<file path="src/rtl/multiplier_16bit.sv">
`default_nettype none
// ============================================================================
//  Module      : multiplier_16bit
//  Description : Registered unsigned 10-bit x 6-bit multiplier. A structural
//                shift-and-add array (six partial-product rows reduced by
//                ripple-carry full-adder rows) feeds a single output register,
//                giving a 16-bit product one cycle after the operands.
//  Revision    : 1.0  - initial release
// ============================================================================
module multiplier_16bit (
   input  logic        clk,
   input  logic        reset,
   input  logic [9:0]  in1,
   input  logic [5:0]  in2,
   output logic [15:0] out
);

   // Number of partial-product rows (one per multiplier bit) and row width.
   localparam int c_ROWS  = 6;
   localparam int c_WIDTH = 10;

   // ------------------------------------------------------------------------
   // Partial products: row j is the multiplicand gated by multiplier bit j.
   // Its 2^j weight is implicit in where the row enters the reduction.
   // ------------------------------------------------------------------------
   logic [c_ROWS-1:0][c_WIDTH-1:0] w_pp;

   generate
      for (genvar j = 0; j < c_ROWS; j++) begin : g_pp
         assign w_pp[j] = in1 & {c_WIDTH{in2[j]}};
      end
   endgenerate

   // ------------------------------------------------------------------------
   // Row 0 passes straight through. Its LSB is already final (product bit 0);
   // the remaining nine bits, shifted down, are the running sum that row 1
   // is added to. The vacated MSB is zero because there is no carry yet.
   // ------------------------------------------------------------------------
   logic [c_WIDTH-1:0] w_acc0;
   logic               w_bit0;

   assign w_bit0 = w_pp[0][0];
   assign w_acc0 = {1'b0, w_pp[0][c_WIDTH-1:1]};

   // ------------------------------------------------------------------------
   // Reduction rows 1..5. Each row adds partial product j to the running sum
   // with a 10-bit ripple-carry chain of full adders. The adder's carry-out
   // becomes the MSB of the next running sum, and the LSB of this row's sum
   // is retired as product bit j. All signals are kept local to each row and
   // each bit cell so that every net has a single, non-overlapping driver.
   // ------------------------------------------------------------------------
   generate
      for (genvar r = 1; r < c_ROWS; r++) begin : g_row
         logic [c_WIDTH-1:0] w_acc_in;   // running sum entering this row
         logic [c_WIDTH-1:0] w_sum;      // ripple-adder sum bits
         logic               w_cout;     // ripple-adder carry-out

         // Running sum input: from row 0 for the first adder row, otherwise
         // the previous row's carry-out concatenated with its shifted sum.
         if (r == 1) begin : g_first
            assign w_acc_in = w_acc0;
         end else begin : g_next
            assign w_acc_in = {g_row[r-1].w_cout, g_row[r-1].w_sum[c_WIDTH-1:1]};
         end

         for (genvar b = 0; b < c_WIDTH; b++) begin : g_bit
            logic w_a;
            logic w_b;
            logic w_ci;
            logic w_s;
            logic w_co;

            assign w_a = w_acc_in[b];
            assign w_b = w_pp[r][b];

            // Carry-in: zero into the LSB cell, otherwise the neighbour's
            // carry-out rippling up from below.
            if (b == 0) begin : g_lsb
               assign w_ci = 1'b0;
            end else begin : g_chain
               assign w_ci = g_bit[b-1].w_co;
            end

            // Full-adder cell.
            assign w_s  = w_a ^ w_b ^ w_ci;
            assign w_co = (w_a & w_b) | (w_ci & (w_a ^ w_b));

            assign w_sum[b] = w_s;
         end

         assign w_cout = g_bit[c_WIDTH-1].w_co;
      end
   endgenerate

   // ------------------------------------------------------------------------
   // Product assembly: the low six bits are the bits retired by row 0 and by
   // each adder row; the upper ten bits are what remains of the last running
   // sum (final carry-out on top). 10 + 6 = 16 bits, so nothing overflows.
   // ------------------------------------------------------------------------
   logic [15:0] w_product;

   assign w_product = {g_row[5].w_cout,
                       g_row[5].w_sum[c_WIDTH-1:1],
                       g_row[5].w_sum[0],
                       g_row[4].w_sum[0],
                       g_row[3].w_sum[0],
                       g_row[2].w_sum[0],
                       g_row[1].w_sum[0],
                       w_bit0};

   // ------------------------------------------------------------------------
   // Output register: the only state in the block. Reset forces zero and
   // dominates whatever operands are present at the same edge.
   // ------------------------------------------------------------------------
   logic [15:0] r_out;

   // Capture the array result every cycle; synchronous reset clears it.
   always_ff @(posedge clk) begin
      if (reset) begin
         r_out <= 16'h0000;
      end else begin
         r_out <= w_product;
      end
   end

   assign out = r_out;

endmodule
`default_nettype wire

</file>
<file path="config.mk">
export PLATFORM = sky130hd
export DESIGN_NAME = multiplier_16bit
export DESIGN_NICKNAME = d
export VERILOG_FILES = /design/src/rtl/multiplier_16bit.sv
export SDC_FILE = /design/constraint.sdc
export NUM_CORES = 1
export LEC_CHECK = 0
export ABC_AREA = 1
export CORE_MARGIN = 2
export CORE_UTILIZATION = 40
export DETAILED_ROUTE_END_ITERATION = 10
export HOLD_SLACK_MARGIN = 0.12
export PLACE_DENSITY = 0.63
export SYNTH_ARGS = -nofsm -noshare
export SYNTH_HDL_FRONTEND = slang
export SYNTH_SLANG_ARGS = --single-unit
</file>
<file path="constraint.sdc">
create_clock -name clk -period 12.9 [get_ports clk]
set_input_delay 2.58 -clock clk [delete_from_list [all_inputs] [get_ports clk]]
set_output_delay 2.58 -clock clk [all_outputs]
set_load 0.005 [all_outputs]
</file>
-- Word-level counts from Yosys, hierarchy flattened
Cells that the tools add are included.
- bits in registers: 16
- output and inout bits: 16
- bitwise logic cells: 238
- operators with widths (cell ; count):
    AND 1 bit ; 94
    XOR 1 bit ; 94
    AND 10 bit ; 6
    bitwise OR 1 bit ; 44

-- Logic depth before layout (Yosys ltp)
Gate-level depths: netlist of the first run.
- word-level depth: 36
- gate-level depth with buffers: 27

-- Worst setup path after synthesis of the first run
OpenSTA, ideal clock, no wires.
- path type: input to register
- from: in in2[1]
- to: reg r_out[14], in the netlist out[14]
- library setup time: 113 ps
- arrival: 10575 ps
- required time: 12787 ps
- path slack: 2212 ps
- stages on the path: 25
- buffers on the path: 1
- path through: buf_2 > nand2_1 > inv_1 > ha_1 > fa_1 > inv_1 > fa_1 > inv_1 > fa_1 > fa_1 > fa_1 > fa_1 > fa_1 > fa_1 > fa_1 > fa_1 > fa_1 > fa_1 > fa_1 > fa_1 > fa_1 > inv_1 > fa_1 > fa_1 > nor2_4
- cells in the longest elaborated chain, start to end: 35
- elaborated cells on any way between the ends: 217
- those cells by class: 217 x bitwise
- ends and longest elaborated chain (what ; line ; RTL):
    start: declaration ; 14 ; input logic [5:0] in2,
    AND 10 bit * ; 30 ; assign w_pp[j] = in1 & {c_WIDTH{in2[j]}};
    AND 1 bit / XOR 1 bit (equally long branches) ; 86, 85 ;
    AND 1 bit ; 86 ; assign w_co = (w_a & w_b) | (w_ci & (w_a ^ w_b));
    bitwise OR 1 bit ; 86 ;
    AND 1 bit / XOR 1 bit (equally long branches) ; 86, 85 ;
    bitwise OR 1 bit / XOR 1 bit (equally long branches) ; 86, 85 ;
    AND 1 bit / XOR 1 bit (equally long branches) ; 86, 85 ;
    bitwise OR 1 bit / XOR 1 bit (equally long branches) ; 86, 85 ;
    [19 not listed] ; -- ;
    bitwise OR 1 bit, or another cell as far along ; 86 ;
    AND 1 bit / XOR 1 bit (equally long branches) ; 86, 85 ;
    bitwise OR 1 bit / XOR 1 bit (equally long branches) ; 86 ;
    AND 1 bit / XOR 1 bit (equally long branches) ; 86, 85 ;
    bitwise OR 1 bit / XOR 1 bit (equally long branches) ; 86 ;
    AND 1 bit ; 86 ;
    bitwise OR 1 bit ; 86 ;
    XOR 1 bit * ; 85 ; assign w_s = w_a ^ w_b ^ w_ci;
    end signal: assignment ; 122 ; r_out <= w_product;
    end: declaration ; 115 ; logic [15:0] r_out;
Every way passes the cells marked *; elsewhere a longest branch is shown, timed or not.
A chain may end at the register's enable or synchronous reset.

-- Final worst setup path of the first run
Ends and elaborated chain as after synthesis.

==> results.ini, run 1 <==
[run_status]
status=finished, final reports clean

[sta]
fmaxAchievable_mhz=89.2
fin_ws_ps=1680
hold_viol=0
setup_viol=0
fin_crit_sh=0.869
drv_slew=0
tightestPinTransition_ps=344
tns_ps=0
rsz0062_at_grt=no
min_period_ps=11220
relSlewSlack=0.770
worst_hold_slack_ps=3040

[worst_setup_path]
cp.required_ps=13030
worst-setup-path-type=input port to flip-flop
cp.depth=25
crit_family=adder cells
cp.arrival_ps=11340
cp_max_fo=10
cp_common_cell=fa_1
end_kind=flip-flop
cp_num_buf_inv=5
cp_slowest_cell=clkdlybuf4s50_1
cp-start-kind=input port
cpPeakStageDelay_ps=670

[global_routing]
antenna_found_initial=0
grt_usage=0.132
grt_pass1_vias=1358
grt_first_pass_wirelength_um=5620
grt_overflow_total=0
grt_max_degree=17

[synthesis]
synth_area_um2=1940
avgSynthCellArea_um2=9.09
synth_fa_ha_area_frac=0.494
synthMuxAreaShare=0
synth_top_area_cell=fa_1
synth.ff_latch_count=16
synth_top_family_by_area=adder cells
synth_ff_type=dfxtp_1
synth.distinct_cells=11
synth_edf_count=0
ys_seq_area_frac=0.165
yosys-top-cells-count=inv_1 (63), nand2_1 (60), fa_1 (44)
synth_xor_area_frac=0
syn_nets=281
synthArstFlopShare=0
synth_compound_area_frac=0
yosysMostFrequentCell=inv_1
synthTopCellsByArea=fa_1 (45%), dfxtp_1 (17%), inv_1 (12%)
ys_warn_count=0
yosys.area.top_type_share=0.455
synth-simple-area-share=0.186
syn_inst=213

[hold_path]
hold_path_depth=3
hp-class=input port to flip-flop
min_from=in1[0]
worstHoldEndpoint=out[0]

[clock_network]
cts_made_buffers=3
clock_path_buffers=2
cts_resized=0
cts_tree=yes
path_clk_slew_ps=60
holdBufCountCts=0
clock-sinks=16
cts_root_buf=clkbuf_8
postCtsSetupRepairBufs=0
h-tree-depth=1

[power_and_ir_drop]
internal-power_w=0.000213
p_leak_nw=1.27
comb_power_share=0.696
p_switching_w=0.000130
clkPwrFrac=0.103
switching_share=0.380
ir_worst_vdd_uv=91.6
p_per_area_nw_per_um2=148
pwr-share-seq=0.201

[placed_design]
post-place-ws_ps=1360
place_hpwl_um=2560
gp_congestion=0.729
portBuffers=33
place_area_um2=2280
place_inst=293

[die]
boundaryPins=34
die_x_um=73.6
die_y_um=73.6
core-area_um2=4690
core.rowCount=25
die_area_um2=5410
start_util=0.413

[final_layout]
fin_nets=312
areaGrowthSynthToFinish_pct=19.8
fin_area_um2=2320
final_layout_size_suffix_gt1_frac=0.0579
stdcell_count=296
largest_reg_flops=16
diodes=0

[route]
wl_per_cell_um=9.32
dr.first_iter.drc_count=20
vias=1262
dr.pass1.iters=4
antenna_left=0
routed_wirelength_um=2760
vias_per_cell=4.26
drc=0

[run]
max_cap_viol_count=0

[cell families after synthesis]
family                   after synthesis
adder cells (fa/ha/maj)               50
flip-flops                            16
AND/OR/NAND/NOR                       76
buffers and inverters                 71
[through the flow]
stage	total power, W	util
2_1_floorplan	0.000256	-
3_3_place_gp	0.000312	0.486
3_5_place_dp	0.000315	0.486
4_1_cts	0.000352	0.494
5_1_grt	0.000387	0.494
6_report	0.000343	0.494
[how the worst max path moves through the flow]
| stage | from | to | slack, ps |
|---|---|---|---|
| after detailed placement | in2[1] | out[14] | 1360 |
| after CTS | in2[1] | out[14] | 1620 |
| after floorplan | in2[1] | out[14] | 2210 |
| after global routing | in2[1] | out[14] | 1310 |
| final | in2[1] | out[14] | 1680 |
| after global placement | in2[1] | out[14] | 1520 |
[cell usage in the layout, fill, tap and decap left out]
cell / count
fa_1: 44
buf_4: 1
clkbuf_8: 3
nor2_1: 6
inv_1: 63
dfxtp_1: 16
nand2_1: 60
ha_1: 6
clkdlybuf4s50_1: 33
nor2_4: 10
[metal layers]
metal	vias to the layer above	global-route usage	part of all wire
li1	632	-	-
met1	599	0.154	0.40
met2	26	0.240	0.53
met3	5	0.0316	0.053
met4	0	0.0364	0.012
met5	-	0	0
[power groups by stage]
| stage | sequential (W) | combinational, W | clock (W) |
|---|---|---|---|
| floorplan | 0.0000725 | 0.000184 | 0 |
| global placement | 0.0000702 | 0.000242 | 0 |
| detailed placement | 0.0000702 | 0.000245 | 0 |
| CTS | 0.0000692 | 0.000246 | 0.0000374 |
| global route | 0.0000701 | 0.000277 | 0.0000400 |
| finish | 0.0000688 | 0.000239 | 0.0000354 |
[layout make-up]
class / count / area, um^2
timing repair buffer: 34 / 338
inverter: 63 / 236
fill: 468 / 2370
multi-input combinational: 126 / 1320
sequential: 16 / 320
tap: 54 / 67.6
clock buffer: 3 / 41.3
[worst min-delay path, stage by stage]
cell and delay (ps):
clkdlybuf4s50_1 510, nand2_1 110, nor2_1 40
Power figures use the tool's default switching activity.
==> inputs of run 2 (changes only) <==
Settings changed: ABC_AREA 1 to unset, PLACE_DENSITY 0.63 to 0.64.
==> run 2 against run 1 <==
Via count down 8.6%. Clock power up 26%. Synthesized cell count down 23%. Sequential cell count unchanged. Design area down 5.1%. Highest routed layer is now met3.
==> results.ini, run 2 <==
[synthesis]
synth_compound_area_frac=0
ys_seq_area_frac=0.180
synth_edf_count=0
synth_top_area_cell=fa_1
synthArstFlopShare=0
synth_xor_area_frac=0
yosys-top-cells-count=fa_1 (44), and2_1 (38), nand2_1 (21)
synth_top_family_by_area=adder cells
synth.distinct_cells=12
avgSynthCellArea_um2=10.8
syn_inst=165
synthTopCellsByArea=fa_1 (50%), dfxtp_1 (18%), and2_1 (13%)
synth_fa_ha_area_frac=0.538
ys_warn_count=0
synth_ff_type=dfxtp_1
yosys.area.top_type_share=0.495
synth-simple-area-share=0.224
synthMuxAreaShare=0
syn_nets=233
synth.ff_latch_count=16
synth_area_um2=1780
yosysMostFrequentCell=fa_1

[hold_path]
hp-class=input port to flip-flop
min_from=in1[0]

[die]
die_x_um=70.7
boundaryPins=34
start_util=0.411
core.rowCount=24
core-area_um2=4320
die_area_um2=4990
die_y_um=70.7

[sta]
worst_hold_slack_ps=3090
fmaxAchievable_mhz=89.8
fin_crit_sh=0.863
hold_viol=0
min_period_ps=11130
rsz0062_at_grt=no
drv_slew=0
relSlewSlack=0.641
tightestPinTransition_ps=537
tns_ps=0
setup_viol=0
fin_ws_ps=1770

[power_and_ir_drop]
switching_share=0.363
p_per_area_nw_per_um2=136
clkPwrFrac=0.150
p_leak_nw=0.980
p_switching_w=0.000108
ir_worst_vdd_uv=68.5
pwr-share-seq=0.231
comb_power_share=0.620
internal-power_w=0.000191

[final_layout]
nFillCells=399
final_cell_mix=fa_1 (44), and2_1 (38), clkdlybuf4s50_1 (33)
layout_commonest_cell=fa_1
fin_area_um2=2200
areaGrowthSynthToFinish_pct=23.8
final_layout_size_suffix_gt1_frac=0.0202
largest_reg_flops=16
diodes=0
fin_nets=267

[placed_design]
portBuffers=33
gp_congestion=0.762
post-place-ws_ps=1460
place_hpwl_um=2490
place_area_um2=2150

[worst_setup_path]
cp_common_cell=fa_1
worst-setup-path-type=input port to flip-flop
cp-start-kind=input port
crit_chain=clkdlybuf4s50_1, and2_1, ha_1, fa_1, inv_1, fa_1, inv_1, fa_1, fa_1, fa_1, fa_1, fa_1, fa_1, fa_1, fa_1, fa_1, fa_1, fa_1, fa_1, fa_1, inv_1, fa_1, fa_1, nor2_1
end_kind=flip-flop
cpPeakStageDelay_ps=670
cp_max_fo=10
cp.arrival_ps=11260
cp.required_ps=13020
cp-startpoint=in2[0]
cp_slowest_cell=clkdlybuf4s50_1

[route]
antenna_left=0
wl_per_cell_um=11.2
routed_wirelength_um=2810
vias=1154
dr.first_iter.drc_count=20
dr.pass1.iters=4
vias_per_cell=4.62
drc=0

[global_routing]
grt_overflow_total=0
grt_first_pass_wirelength_um=5620
grt_max_degree=17
grt_pass1_vias=1332
grt_usage=0.139
antenna_found_initial=0

[clock_network]
cts_made_buffers=3
cts_tree=yes
clock-sinks=16
holdBufCountCts=0
clock_path_buffers=2
h-tree-depth=1
postCtsSetupRepairBufs=0
cts_root_buf=clkbuf_8
path_clk_slew_ps=60
cts_resized=0

[run]
max_cap_viol_count=0

[run_status]
status=finished, final reports clean

-- run 2: changes by cell type after synthesis, moves of 2 or more --
cell | previous run | this run
nor2_4 | 10 | 0
nand2_1 | 60 | 21
inv_1 | 63 | 20
and2b_1 | 0 | 4
buf_2 | 5 | 1
and2_1 | 0 | 38
nor2_1 | 6 | 10
buf_4 | 1 | 3
-- run 2: logic make-up after synthesis --
kind of cell               after synthesis
buffers and inverters                   24
DFF                                     16
and+or+nand+nor                         75
adders and majority gates               50
-- run 2: final timing paths --
check	to	slack, ps	cells after the start
worst max-delay path	out[14]	1770	24
worst min-delay path	out[0]	3090	2
-- run 2: layout make-up --
cell class / count / area [um^2] / area share
Timing Repair Buffer: 33 / 330 / 0.150
Clock buffer: 4 / 55.1 / 0.0250
Multi-Input combinational cell: 125 / 1360 / 0.616
Inverter: 20 / 75.1 / 0.0341
Sequential cell: 16 / 320 / 0.146
Tap cell: 52 / 65.1 / 0.0296
-- run 2: layer usage --
| metal | wire length (um) | share of wire | up-vias | track usage |
|---|---|---|---|---|
| met5 | 0 | 0 | - | 0 |
| met3 | 139 | 0.049 | 0 | 0.0313 |
| met4 | 0 | 0 | 0 | 0.0314 |
| met1 | 1130 | 0.40 | 582 | 0.159 |
| li1 | - | - | 545 | - |
| met2 | 1540 | 0.55 | 27 | 0.264 |
-- run 2: per-stage QoR --
step                      utilization  instances  power (W)
after floorplan                     -        165   0.000196
after global placement          0.496        246   0.000255
after detailed placement        0.496        246   0.000261
after CTS                       0.509        250   0.000308
after global routing            0.509        250   0.000345
final                           0.509        250   0.000299
-- run 2: power by group through the flow --
stage | combinational, W | clock, W | sequential [W]
finish | 0.000185 | 0.0000447 | 0.0000690
global placement | 0.000185 | 0 | 0.0000699
detailed placement | 0.000191 | 0 | 0.0000701
CTS | 0.000192 | 0.0000469 | 0.0000691
global route | 0.000226 | 0.0000482 | 0.0000706
floorplan | 0.000124 | 0 | 0.0000725
-- run 2: worst max-delay path: cells and delay by family --
| kind | cells | cell delay (ps) |
|---|---|---|
| adders and majority gates | 18 | 7620 |
| buffers and inverters | 4 | 820 |
| and+or+nand+nor | 2 | 230 |
